==> config.mk <==
export PLATFORM = sky130hd
export DESIGN_NAME = uart_rx_deframer
export DESIGN_NICKNAME = d
export VERILOG_FILES = /design/src/rtl/uart_rx_deframer.sv
export SDC_FILE = /design/constraint.sdc
export NUM_CORES = 1
export LEC_CHECK = 0
export ABC_AREA = 1
export BUFFER_PORTS_ARGS = -buffer_cell sky130_fd_sc_hd__buf_2
export CORE_MARGIN = 4
export CORE_UTILIZATION = 40
export CTS_BUF_LIST = sky130_fd_sc_hd__clkbuf_2
export CTS_CLUSTER_SIZE = 16
export DETAILED_ROUTE_END_ITERATION = 10
export HOLD_SLACK_MARGIN = 0.05
export PLACE_DENSITY = 0.55
export RECOVER_POWER = 50
export SLEW_MARGIN = 20
export SYNTH_ARGS = -nofsm -noshare
export SYNTH_HDL_FRONTEND = slang
export SYNTH_SLANG_ARGS = --single-unit
==> constraint.sdc <==
create_clock -name clk_i -period 3.5 [get_ports clk_i]
set_input_delay 0 -clock clk_i [delete_from_list [all_inputs] [get_ports clk_i]]
set_output_delay 0 -clock clk_i [all_outputs]
set_load 0.02 [all_outputs]
==> src/rtl/uart_rx_deframer.sv <==
// UART 8N1 receive deframer: synchronises rxd_i, samples each bit at mid-bit
// and hands good bytes to a 1-entry valid/ready buffer.
//
// Ports:
//   clk_i        system clock
//   rst_ni       asynchronous active-low reset
//   rxd_i        raw serial input, idle high
//   data_o       received byte, meaningful while valid_o=1
//   valid_o      data_o holds an unconsumed byte
//   ready_i      consumer accepts data_o when valid_o && ready_i
//   frame_err_o  1-cycle pulse: stop bit low, byte dropped
//   overrun_o    1-cycle pulse: byte arrived with buffer full, byte dropped
module uart_rx_deframer #(
  parameter int unsigned CLKS_PER_BIT = 104,
  parameter int unsigned SYNC_STAGES  = 2
) (
  input  logic       clk_i,
  input  logic       rst_ni,
  input  logic       rxd_i,
  output logic [7:0] data_o,
  output logic       valid_o,
  input  logic       ready_i,
  output logic       frame_err_o,
  output logic       overrun_o
);

  localparam int unsigned CW = $clog2(CLKS_PER_BIT);

  localparam logic [CW-1:0] HALF =
    CW'(CLKS_PER_BIT / 2 - 1);
  localparam logic [CW-1:0] LAST =
    CW'(CLKS_PER_BIT - 1);

  typedef enum logic [2:0] {
    S_IDLE,
    S_START,
    S_DATA,
    S_STOP,
    S_BREAK
  } state_e;

  logic [SYNC_STAGES-1:0] sync_q;
  logic                   rxd_s;

  state_e          state_q, state_d;
  logic [CW-1:0]   cnt_q, cnt_d;
  logic [2:0]      idx_q, idx_d;
  logic [7:0]      shreg_q, shreg_d;
  logic [7:0]      data_q, data_d;
  logic            valid_q, valid_d;
  logic            ferr_q, ferr_d;
  logic            ovr_q, ovr_d;

  logic tick_half;
  logic tick_bit;
  logic fire;

  // Flops reset to 1 so an idle line is not seen as a start bit.
  always_ff @(posedge clk_i or negedge rst_ni) begin
    if (!rst_ni) begin
      sync_q <= '1;
    end else begin
      sync_q <= {sync_q[SYNC_STAGES-2:0], rxd_i};
    end
  end

  assign rxd_s     = sync_q[SYNC_STAGES-1];
  assign tick_half = (cnt_q == HALF);
  assign tick_bit  = (cnt_q == LAST);
  assign fire      = valid_q && ready_i;

  always_ff @(posedge clk_i or negedge rst_ni) begin
    if (!rst_ni) begin
      state_q <= S_IDLE;
    end else begin
      state_q <= state_d;
    end
  end

  always_comb begin
    state_d = state_q;
    unique case (state_q)
      S_IDLE: begin
        if (!rxd_s) state_d = S_START;
      end
      S_START: begin
        if (tick_half) begin
          state_d = rxd_s ? S_IDLE : S_DATA;
        end
      end
      S_DATA: begin
        if (tick_bit && idx_q == 3'd7) begin
          state_d = S_STOP;
        end
      end
      S_STOP: begin
        if (tick_bit) begin
          state_d = rxd_s ? S_IDLE : S_BREAK;
        end
      end
      S_BREAK: begin
        if (rxd_s) state_d = S_IDLE;
      end
      default: state_d = S_IDLE;
    endcase
  end

  always_comb begin
    cnt_d   = cnt_q + CW'(1);
    idx_d   = idx_q;
    shreg_d = shreg_q;
    data_d  = data_q;
    valid_d = valid_q && !ready_i;
    ferr_d  = 1'b0;
    ovr_d   = 1'b0;
    unique case (state_q)
      S_IDLE: begin
        cnt_d = '0;
        idx_d = '0;
      end
      S_START: begin
        if (tick_half) cnt_d = '0;
        idx_d = '0;
      end
      S_DATA: begin
        if (tick_bit) begin
          cnt_d   = '0;
          shreg_d = {rxd_s, shreg_q[7:1]};
          idx_d   = idx_q + 3'd1;
        end
      end
      S_STOP: begin
        if (tick_bit) begin
          cnt_d = '0;
          if (!rxd_s) begin
            ferr_d = 1'b1;
          end else if (!valid_q || fire) begin
            // A same-cycle drain frees the slot.
            data_d  = shreg_q;
            valid_d = 1'b1;
          end else begin
            ovr_d = 1'b1;
          end
        end
      end
      S_BREAK: begin
        cnt_d = '0;
      end
      default: begin
        cnt_d = '0;
        idx_d = '0;
      end
    endcase
  end

  always_ff @(posedge clk_i or negedge rst_ni) begin
    if (!rst_ni) begin
      cnt_q   <= '0;
      idx_q   <= '0;
      shreg_q <= '0;
      data_q  <= '0;
      valid_q <= 1'b0;
      ferr_q  <= 1'b0;
      ovr_q   <= 1'b0;
    end else begin
      cnt_q   <= cnt_d;
      idx_q   <= idx_d;
      shreg_q <= shreg_d;
      data_q  <= data_d;
      valid_q <= valid_d;
      ferr_q  <= ferr_d;
      ovr_q   <= ovr_d;
    end
  end

  assign data_o      = data_q;
  assign valid_o     = valid_q;
  assign frame_err_o = ferr_q;
  assign overrun_o   = ovr_q;

endmodule

==> results.cfg <==
[global_route]
grt_max_degree = 35
antenna_found_initial = 0
grt_pass1_vias = 1173
grt_pass1_wl_um = 5064
track_usage_pct = 12.48
gr-total-overflow = 0

[timing]
fin_skew_ps = 8.909
fin_crit_sh_pct = 46.25
post-route-min-period_ps = 1619
relSlewSlack_pct = -16.56
tns_ps = 0
maxSlewViolCount = 35
worst_pin_slew_ps = 1748
rsz0062_at_grt = no
setup_viol = 0
fmax_ghz = 0.6178
timing.hold.ws_ps = 278.2
finalHoldViolations = 0

[hold_path]
min_path_type = in2reg

[floorplan]
die_y_um = 71.08
start_util_pct = 42.51
dieArea_um2 = 5052
fp.dieW_um = 71.08
rows = 22
core_um2 = 3744
ios = 15

[logic_synthesis]
synth_seq_cells = 34
yosysSeqAreaShare_pct = 53.62
yosysUniqueCellTypes = 23
netlist.area_leader.share_pct = 50.31
synthCells = 173
synth_fp_nets = 180
syn_area_um2 = 1592
post_synth.cell_area_avg_um2 = 9.200
netlist_top_cells_area = dfrtp_1, nand2_1, o21ai_2
yosysWarnings = 0
yosysTopAreaCell = dfrtp_1

[setup_path]
crit_required_ps = 3670
critical_path_class = in2async
arrival_ps = 1790
cp_num_cells = 2
cp-startpoint = rst_ni
r2r_cells = 8
endpoint_kind = asynchronous set/reset pin
cpLargestDelayFamily = buffers and inverters
crit_end = shreg_q[1]
crit_chain = dlygate4sd3_1, clkbuf_1
rr_endpoint = data_o[3]
crit_fanout = 34
path_buf_inv = 2
cpPeakStageDelay_ps = 1260
crit_slowest_cell = clkbuf_1
r2r-start = cnt_q[0]
worstSetupStartpointType = primary input
regToRegSetupSlack_ps = 1990

[placement]
dp_cells = 233
hpwl_um = 1938
port_buffers = 14
gp_congestion = 0.8331

[detailed_routing]
dr.pass1.iters = 4
via_per_inst = 4.693
dr_total_vias = 1145
ant_nets = 0
drc_errors = 0
avgRoutedWirePerCell_um = 10.78
drt_wl_total_um = 2631
drtIter0Drc = 74

[layout]
layout_common_cells = nand2_1, dfrtp_1, inv_1
fin_cells = 244
final_common_cell = nand2_1
drive_gt1_share_pct = 23.47
fill_cells = 387
syn_to_final_growth_pct = 10.93
fin_nets = 202
diodes = 0
utilization_pct = 47.16

[power]
p_per_area_nw_per_um2 = 330.4
ir_drop_mv = 0.2084
leakage_nw = 0.8912

[clock_tree]
numClockSinks = 34
clk_pin_slew_ps = 170
cts_tree = yes
cts_buffer_depth = 2
cts_root_buffer = clkbuf_2
h-tree-depth = 2
cts_buffers = 5
insertion_delay_ps = 350
cts_setup_buffers = 0

[status]
violations = capacitance limit, slew limit
status = complete, but fails checks

[job]
maxCapViolCount = 1
[cell usage after synthesis]
cell type,instances
ha_1,3
nand2_2,5
xor2_1,3
nand2_4,1
nor3_1,1
nand3_4,2
o21ai_2,11
nor2_2,2
buf_6,2
nand2_1,42
dfstp_2,2
nor2_4,1
dfrtp_1,32
o21ai_1,6
nor2_1,17
nor3_2,1
clkinv_4,1
nand4_1,3
inv_2,3
inv_1,22
o21ai_0,3
a31oi_1,1
nand3_1,9
[worst min path at each step]
stage	startpoint	end	cells past startpoint	slack, ps
final	rxd_i	sync_q[0]	2	280
after global routing	rxd_i	sync_q[0]	2	230
after CTS	rst_ni	cnt_q[1]	2	220
after detailed placement	rst_ni	cnt_q[6]	1	110
after global placement	rst_ni	cnt_q[6]	1	100
after floorplan	rst_ni	cnt_q[0]	0	-300
[through the flow]
stage / worst slack [ps] / total power [mW] / instance area (um^2)
2_1_floorplan: 2157 / 0.4046 / 1592
5_1_grt: 1469 / 0.6217 / 1765
6_report: 1881 / 0.5833 / 1765
3_5_place_dp: 1990 / 0.4148 / 1699
4_1_cts: 1967 / 0.5975 / 1770
3_3_place_gp: 2052 / 0.4143 / 1699
[metal layers]
metal,track usage (%),vias to the layer above,part of all wire (%)
li1,-,582,-
met1,15.27,538,45
met5,0,-,0
met3,4.261,4,4.6
met2,20.60,21,49
met4,4.175,0,0.76
[what timing repair did]
item,CTS,global route
resized for setup,0,0
hold buffers,3,0
endpoints found under the hold margin,35,0
[state kept, by name, summed over array words and instances (netlist names)]
register,flops
data_o,8
idx_q,3
overrun_o,1
valid_o,1
state_q,3
cnt_q,7
shreg_q,8
sync_q,2
frame_err_o,1
[power breakdown]
group	leakage [nW]	total (mW)	switching [mW]	internal, mW
Combinational	0.412	0.0131	0.00949	0.00363
Sequential	0.453	0.396	0.000772	0.395
Clock	0.0264	0.174	0.128	0.0457
Total	0.891	0.583	0.139	0.445
[layout make-up]
cell class,count,area (um^2),area share (%)
sequential,34,853.3,48.33
inverter,26,102.6,5.811
clock buffer,5,25.02,1.417
clock inverter,3,16.27,0.9213
tap,48,60.06,3.402
multi-input combinational,111,613.1,34.73
timing repair buffer,17,95.09,5.386
[kinds of logic after synthesis]
family                   count (synthesis)  synth area share [%]
flip-flops                              34                 53.62
AND/OR/NAND/NOR                         84                 25.23
XOR/XNOR                                 3                 1.651
AO/OA/AOI/OAI                           21                 9.277
adder cells (fa/ha/maj)                  3                 2.359
buffers and inverters                   28                 7.862
(Power assumes the default switching activity.)
